[config.mk]
export PLATFORM = sky130hd
export DESIGN_NAME = seq_divider_flat
export DESIGN_NICKNAME = d
export VERILOG_FILES = /design/src/rtl/seq_divider_pkg.sv /design/src/rtl/seq_divider_if.sv /design/src/rtl/seq_divider_step.sv /design/src/rtl/seq_divider.sv /design/src/flat_wrapper.sv
export SDC_FILE = /design/constraint.sdc
export NUM_CORES = 1
export LEC_CHECK = 0
export CORE_ASPECT_RATIO = 0.75
export CORE_MARGIN = 2
export CORE_UTILIZATION = 40
export DETAILED_ROUTE_END_ITERATION = 6
export SLEW_MARGIN = 20
export SYNTH_ARGS = -nofsm -noshare
export SYNTH_HDL_FRONTEND = slang
export SYNTH_SLANG_ARGS = --single-unit
[constraint.sdc]
create_clock -name clk -period 4.1 [get_ports clk]
set_clock_uncertainty 0.05 [all_clocks]
set_input_delay 0.82 -clock clk [delete_from_list [all_inputs] [get_ports clk]]
set_output_delay 0.82 -clock clk [all_outputs]
set_load 0.05 [all_outputs]
[src/rtl/seq_divider_pkg.sv]
// Shared constants for the iterative restoring divider: state encoding and default widths.
package seq_divider_pkg;

    localparam int N_DEF = 16;
    localparam int D_DEF = 8;
    localparam int CNT_W = $clog2(N_DEF + 1);

    typedef logic [1:0] state_t;

    localparam state_t ST_IDLE = 2'd0;
    localparam state_t ST_RUN  = 2'd1;
    localparam state_t ST_DONE = 2'd2;

endpackage

[src/rtl/seq_divider_if.sv]
// Start/busy/done handshake plus operand and result buses of the divider.
interface seq_divider_if #(
    parameter int N = 16,
    parameter int D = 8
);
    logic         start;
    logic [N-1:0] dividend;
    logic [D-1:0] divisor;
    logic         busy;
    logic         done;
    logic         dbz;
    logic [N-1:0] quotient;
    logic [D-1:0] remainder;

    modport master (
        output start, dividend, divisor,
        input  busy, done, dbz, quotient, remainder
    );

    modport slave (
        input  start, dividend, divisor,
        output busy, done, dbz, quotient, remainder
    );
endinterface

[src/rtl/seq_divider_step.sv]
// One combinational restoring shift-subtract step.
module div_step #(
    parameter int N = 16,
    parameter int D = 8
) (
    input  logic [D-1:0] r_i,
    input  logic [N-1:0] q_i,
    input  logic [D-1:0] m_i,
    output logic [D-1:0] r_o,
    output logic [N-1:0] q_o
);
    logic [D:0] r_sh;
    logic [D:0] m_ext;
    logic [D:0] r_sub;

    // The incoming remainder is always < M, so only the shifted value needs the extra bit.
    assign r_sh  = {r_i, q_i[N-1]};
    assign m_ext = {1'b0, m_i};
    assign r_sub = r_sh - m_ext;

    always_comb begin
        q_o = {q_i[N-2:0], 1'b0};
        r_o = r_sh[D-1:0];
        if (r_sh >= m_ext) begin
            q_o[0] = 1'b1;
            r_o    = r_sub[D-1:0];
        end
    end
endmodule

[src/rtl/seq_divider.sv]
// Iterative restoring divider: N-bit dividend / D-bit divisor, one step per clock.
module seq_divider
    import seq_divider_pkg::*;
#(
    parameter int N = N_DEF,
    parameter int D = D_DEF
) (
    input  logic          clk,
    input  logic          reset,
    seq_divider_if.slave  dv
);
    localparam int CW = $clog2(N + 1);

    state_t       state_q, state_d;
    logic [N-1:0] q_q, q_d;
    logic [D-1:0] m_q, m_d;
    logic [D-1:0] r_q, r_d;
    logic [CW-1:0] cnt_q, cnt_d;
    logic [N-1:0] quot_q, quot_d;
    logic [D-1:0] rem_q, rem_d;
    logic         dbz_q, dbz_d;

    logic [D-1:0] r_step;
    logic [N-1:0] q_step;

    div_step #(.N(N), .D(D)) u_step (
        .r_i (r_q),
        .q_i (q_q),
        .m_i (m_q),
        .r_o (r_step),
        .q_o (q_step)
    );

    always_comb begin
        state_d = state_q;
        q_d     = q_q;
        m_d     = m_q;
        r_d     = r_q;
        cnt_d   = cnt_q;
        quot_d  = quot_q;
        rem_d   = rem_q;
        dbz_d   = dbz_q;
        case (state_q)
            ST_IDLE, ST_DONE: begin
                if (dv.start) begin
                    q_d   = dv.dividend;
                    m_d   = dv.divisor;
                    r_d   = '0;
                    cnt_d = '0;
                    // Zero divisor short-circuits straight to the result cycle.
                    if (dv.divisor == '0) begin
                        state_d = ST_DONE;
                        dbz_d   = 1'b1;
                        quot_d  = '1;
                        rem_d   = '0;
                    end else begin
                        state_d = ST_RUN;
                    end
                end else begin
                    state_d = ST_IDLE;
                end
            end
            ST_RUN: begin
                q_d   = q_step;
                r_d   = r_step;
                cnt_d = cnt_q + CW'(1);
                if (cnt_q == CW'(N - 1)) begin
                    state_d = ST_DONE;
                    quot_d  = q_step;
                    rem_d   = r_step;
                    dbz_d   = 1'b0;
                end
            end
            default: state_d = ST_IDLE;
        endcase
    end

    always_ff @(posedge clk or negedge reset) begin
        if (!reset) begin
            state_q <= ST_IDLE;
            q_q     <= '0;
            m_q     <= '0;
            r_q     <= '0;
            cnt_q   <= '0;
            quot_q  <= '0;
            rem_q   <= '0;
            dbz_q   <= 1'b0;
        end else begin
            state_q <= state_d;
            q_q     <= q_d;
            m_q     <= m_d;
            r_q     <= r_d;
            cnt_q   <= cnt_d;
            quot_q  <= quot_d;
            rem_q   <= rem_d;
            dbz_q   <= dbz_d;
        end
    end

    assign dv.busy      = (state_q == ST_RUN);
    assign dv.done      = (state_q == ST_DONE);
    assign dv.dbz       = dbz_q;
    assign dv.quotient  = quot_q;
    assign dv.remainder = rem_q;
endmodule

[src/flat_wrapper.sv]
// flat-port wrapper written by rule: the top's interface ports become plain ports
module seq_divider_flat import seq_divider_pkg::*;
#(
    parameter int N = N_DEF,
    parameter int D = D_DEF
)
  (clk, reset, dv_start, dv_dividend, dv_divisor, dv_busy, dv_done, dv_dbz, dv_quotient, dv_remainder);
  seq_divider_if #(.N(N), .D(D)) dv_i ();
  input  logic clk;
  input  logic reset;
  input wire logic [$bits(dv_i.start)-1:0] dv_start;
  input wire logic [$bits(dv_i.dividend)-1:0] dv_dividend;
  input wire logic [$bits(dv_i.divisor)-1:0] dv_divisor;
  output wire logic [$bits(dv_i.busy)-1:0] dv_busy;
  output wire logic [$bits(dv_i.done)-1:0] dv_done;
  output wire logic [$bits(dv_i.dbz)-1:0] dv_dbz;
  output wire logic [$bits(dv_i.quotient)-1:0] dv_quotient;
  output wire logic [$bits(dv_i.remainder)-1:0] dv_remainder;
  assign dv_i.start = dv_start;
  assign dv_i.dividend = dv_dividend;
  assign dv_i.divisor = dv_divisor;
  assign dv_busy = dv_i.busy;
  assign dv_done = dv_i.done;
  assign dv_dbz = dv_i.dbz;
  assign dv_quotient = dv_i.quotient;
  assign dv_remainder = dv_i.remainder;
  seq_divider #(.N(N), .D(D)) u_core (.clk(clk), .reset(reset), .dv(dv_i));
endmodule
* Yosys cells after proc, flatten, opt, wreduce, memory -nomap -nowiden *
Cells that the tools add are included.

operators by class
  add/subtract/negate cells = 2
  order comparisons = 1
  muxes and demuxes = 24
  reduce and logical (&&, ||, !) cells = 7
  equal/unequal tests = 6

operators by type and width
  kind                   count
  $mux W16               4
  $pmux W16 S2           2
  $mux W8                5
  $pmux W8 S2            2
  $pmux W5 S2            1
  $ge A9 B8 Y1           1
  $logic_not A8 Y1       1
  $sub A8 B8 Y8          1
  $mux W2                3
  $add A5 B1 Y5 const B  1
  $eq A5 B4 Y1 const B   1
  $mux W5                1
  $mux W1                4
  $ne A2 B1 Y1 const B   2
  $pmux W2 S2            1
  $reduce_and A2 Y1      2
  $reduce_and A4 Y1      1
  $eq A2 B1 Y1 const B   1
  $eq A2 B2 Y1 const B   1
  $logic_not A2 Y1       1
  $ne A2 B2 Y1 const B   1
  $pmux W1 S2            1
  $reduce_bool A2 Y1     1
  $reduce_or A2 Y1       1

word-level totals
  output and inout port bits = 27
  bits of input ports = 27
  bits in registers = 64
  word-level logic and storage cells = 48

* Longest topological paths before layout *
  word-level depth = 4
  mapped depth = 8
  mapped depth without buffers = 8

* Hierarchy *
Synthesis repeated with hierarchy kept, for this count alone.

unflattened totals
  cells, all modules = 348
  area total of the unflattened synthesis = 3734.8 um^2

by module, submodules not included
  module       instances  area an instance (um^2)  cells an instance
  seq_divider  1          3083.0                   267
  div_step     1          651.9                    81

* Least setup slack after synthesis *
OpenSTA, ideal clock, no wires.

  path type = register to register
  from = register u_core.r_q[3]
  to = register u_core.r_q[1]
  setup slack = 1.843 ns
  stages on the path, launching flop included = 7
  setup time = 0.122 ns
  data arrival time = 2.085 ns
  path buffers = 0
  path through = dfrtp_1 ha_1 a21oi_2 a21oi_1 a2111o_1 or3_1 a32o_1

between the ends
  longest elaborated chain between the ends = 3

ends and longest elaborated chain
  item                    line                    RTL
  start, declared         seq_divider.sv:17       logic [D-1:0] r_q, r_d;
  start signal, assigned  seq_divider.sv:92       r_q <= r_d;
  $ge A9 B8 Y1            seq_divider_step.sv:24  if (r_sh >= m_ext) begin
  $mux W8                 seq_divider_step.sv:24
  $pmux W8 S2             seq_divider.sv:43       case (state_q)

Every way passes these cells.
A chain may end at the register's enable or synchronous reset.

* Worst setup path after layout *
  from = input port dv_start
  to = register u_core.quot_q[2] (netlist: u_core.dv.quotient[2])

between the ends
  longest elaborated chain between the ends = 2

ends and longest elaborated chain
  item                                line                RTL
  start, declared                     flat_wrapper.sv:11  input wire logic [$bits(dv_i.start)-1:0] dv_start;
  $ne A2 B2 Y1 (no source line)       --
  $reduce_and A4 Y1 (no source line)  --
  end signal, assigned                seq_divider.sv:94   quot_q <= quot_d;
  end, declared                       seq_divider.sv:19   logic [N-1:0] quot_q, quot_d;

Every way passes these cells.

==> summary.txt <==
Global route
  – Vias in the first global route: 2534
  – GRT overflow: 0
  – Largest net degree at the start of global routing: 44
  – Global-route wire length before repair: 12.6 mm
  – Total track usage: 19.4%
  – Initial antenna violation count: 0

Clock tree
  – CTS tree: done
  – Clk root buf: clkbuf_8
  – Clock-pin slew on the worst setup and hold paths: 70 ps
  – Post-CTS Setup Bufs: 0
  – CTS Sinks: 64
  – Clock latency at the later pin of the worst-skew pair: 340 ps
  – CTS buffer count: 9
  – # hold bufs at CTS: 0
  – Clock buffer depth: 2
  – H-tree lvl count: 3
  – Post_cts resized: 0

Worst setup path
  – Critical path depth: 7
  – Crit-path max cell delay: 570 ps
  – Cell Chain, Critical Path: clkdlybuf4s50_1, nor2b_2, nand3_1, nand2_1, buf_4, nor2_1, a21oi_1
  – Crit path required time: 4310 ps
  – Crit-path slowest cell: nor2b_2
  – Worst setup SP type: primary input
  – Crit path kind: primary input to flip-flop
  – WP data arrival: 3160 ps
  – Critical path peak fanout: 33
  – Largest delay contributor family on the critical path: simple AND/OR/NAND/NOR gates
  – R2R depth: 6
  – Reg2Reg Launch Point: u_core.r_q[3]
  – R2r endpoint: u_core.r_q[5]
  – CP Capture Type: flip-flop
  – Crit path buf inv count: 2
  – Crit path from: dv_start
  – R2R setup slack: 1390 ps

Synthesis
  – Largest cells by area after synthesis: dfrtp_1 52%, nand2_1 8.4%, nor2_1 4.3%
  – Post-synth top area cell: dfrtp_1
  – Netlist cell types: 38
  – Synthesized area: 0.00309 mm2
  – Post-Synthesis Cells: 342
  – Number of synthesized register bits: 64
  – Top FF cell, synth: dfrtp_1
  – Sequential area share after synthesis: 51.9%
  – EDFF count, synth: 0
  – Async SR Flop Fraction: 100%
  – Avg Synthesized Cell Area: 9.03 um2
  – Syn Nets: 380
  – Synth top cells by count: 69 x nand2_1, 64 x dfrtp_1, 35 x nor2_1
  – Synth Warn #: 0
  – Most numerous cell in the Yosys netlist: nand2_1
  – Post-synth top area share: 51.9%

Pwr
  – Combinational Power Share: 52.2%
  – Internal cell power: 0.00193 W
  – Static Leak: 1.66 nW
  – Peak supply drop: 0.286 mV
  – Final Power: 0.00347 W
  – Clock power frac: 17.3%
  – Share of power burned in registers: 30.4%
  – Net switching power: 0.00154 W
  – Pwr/cell area: 881 mW/mm2
  – Sw Ratio: 44.3%

Drt
  – Detail Route Antenna Nets: 0
  – 1st-pass router iterations: 4
  – Mean number of vias per cell: 5.27
  – DR vias: 2630
  – DRT Wirelength: 7.51 mm
  – DRC Markers: 0
  – 1st-iter DRT viols: 192
  – WL/cell: 15.1 um

STA
  – Setup_tns: 0 ps
  – Slew Limit Fails: 0
  – Min Tclk post-route: 2950 ps
  – Final Setup Violations: 0
  – RSZ-0062 raised after global routing: false
  – Final hold violations: 0
  – Slew HR: 36.1%
  – Hold Slack: 423 ps
  – Measured slew at the worst slew-check pin: 954 ps
  – FMAX: 339 MHz
  – Crit share post-route: 72.0%

Floorplanning
  – Core area: 0.00740 mm2
  – Die Y: 80.1 um
  – Die W: 105 um
  – Initial Util: 41.7%
  – Die ar.: 0.00845 mm2
  – Row cnt: 27
  – I/O pin count: 54

Placed design
  – Post-DP HPWL: 5.12 mm
  – # port buffers: 53
  – GPL Wtd Cong: 0.842
  – Placed Instances: 483
  – Placed inst area: 0.00372 mm2

Cells and area
  – Filler cell count: 680
  – Final net count: 431
  – Post-Layout Cell Count: 499
  – Area of the multi-input gates: 0.00136 mm2
  – Share of cells above drive strength 1: 7.04%
  – Synth-to-layout area growth: 27.6%
  – Register area: 0.00160 mm2
  – Post-Layout Inst Area: 0.00394 mm2
  – Antenna Cells: 0

Flow run
  – Max-cap violations: 0

Hold path
  – Worst hold path type: primary input to asynchronous set/reset pin

Status
  – Status: complete, no violations
## stage by stage
step           utilization (%)  setup WS [ps]
3_3_place_gp              50.2            933
6_report                  53.3           1150
2_1_floorplan                -           1840
4_1_cts                   53.2           1150
5_1_grt                   53.3            919
3_5_place_dp              50.2            794
## layout by cell type, fill, tap and decap left out, types with 12 or more instances in the layout
master           synthesis  final
dfrtp_1                 64     64
o211ai_1                13     13
nor2_1                  35     35
nand2_1                 69     69
a21oi_1                 22     22
a31oi_1                 17     17
o21ai_0                 21     21
inv_1                   12     12
clkdlybuf4s50_1          0     52
## layout make-up
type | instances | area share (%)
sequential | 64 | 40.6
multi-input combinational | 245 | 34.6
tap | 101 | 3.21
timing repair buffer | 60 | 14.7
inverter | 13 | 1.24
clock inverter | 5 | 2.03
clock buffer | 11 | 3.59
## cells by family after synthesis
logic type,Yosys count,share of synthesized area [%]
xor gates and xnor gates,3,0.851
and+or+nand+nor,141,19.9
adders and majority gates,11,4.70
AOI/OAI and AO/OA,90,18.5
DFF,64,51.9
buffers and inverters,33,4.13
## power groups by stage
stage               sequential (W)  combinational, W  clock, W
floorplan                  0.00132           0.00106         0
global placement           0.00106           0.00177         0
detailed placement         0.00107           0.00181         0
CTS                        0.00106           0.00182  0.000620
global route               0.00109           0.00201  0.000658
finish                     0.00106           0.00181  0.000601
## routing by layer
| layer | vias up | global-route usage [%] | routed length [um] |
|---|---|---|---|
| li1 | 1297 | - | - |
| met1 | 1263 | 28.5 | 3950 |
| met2 | 64 | 27.5 | 3130 |
| met3 | 6 | 6.01 | 363 |
| met4 | 0 | 5.20 | 66 |
| met5 | - | 0 | 0 |
## worst max path at each step
stage                        endpoint
4_1_cts        u_core.dv.quotient[13]
3_3_place_gp    u_core.dv.quotient[9]
6_report        u_core.dv.quotient[2]
3_5_place_dp    u_core.dv.quotient[2]
2_1_floorplan           u_core.r_q[1]
5_1_grt         u_core.dv.quotient[7]
## sequential cells by signal, summed over array words and instances, names as in the netlist
name	cells
u_core.r_q	8
u_core.m_q	8
u_core.dv.remainder	8
u_core.dv.dbz	1
u_core.q_q	16
u_core.dv.quotient	16
u_core.cnt_q	5
u_core.state_q	2
No activity file was read; power rests on OpenSTA's default activity.
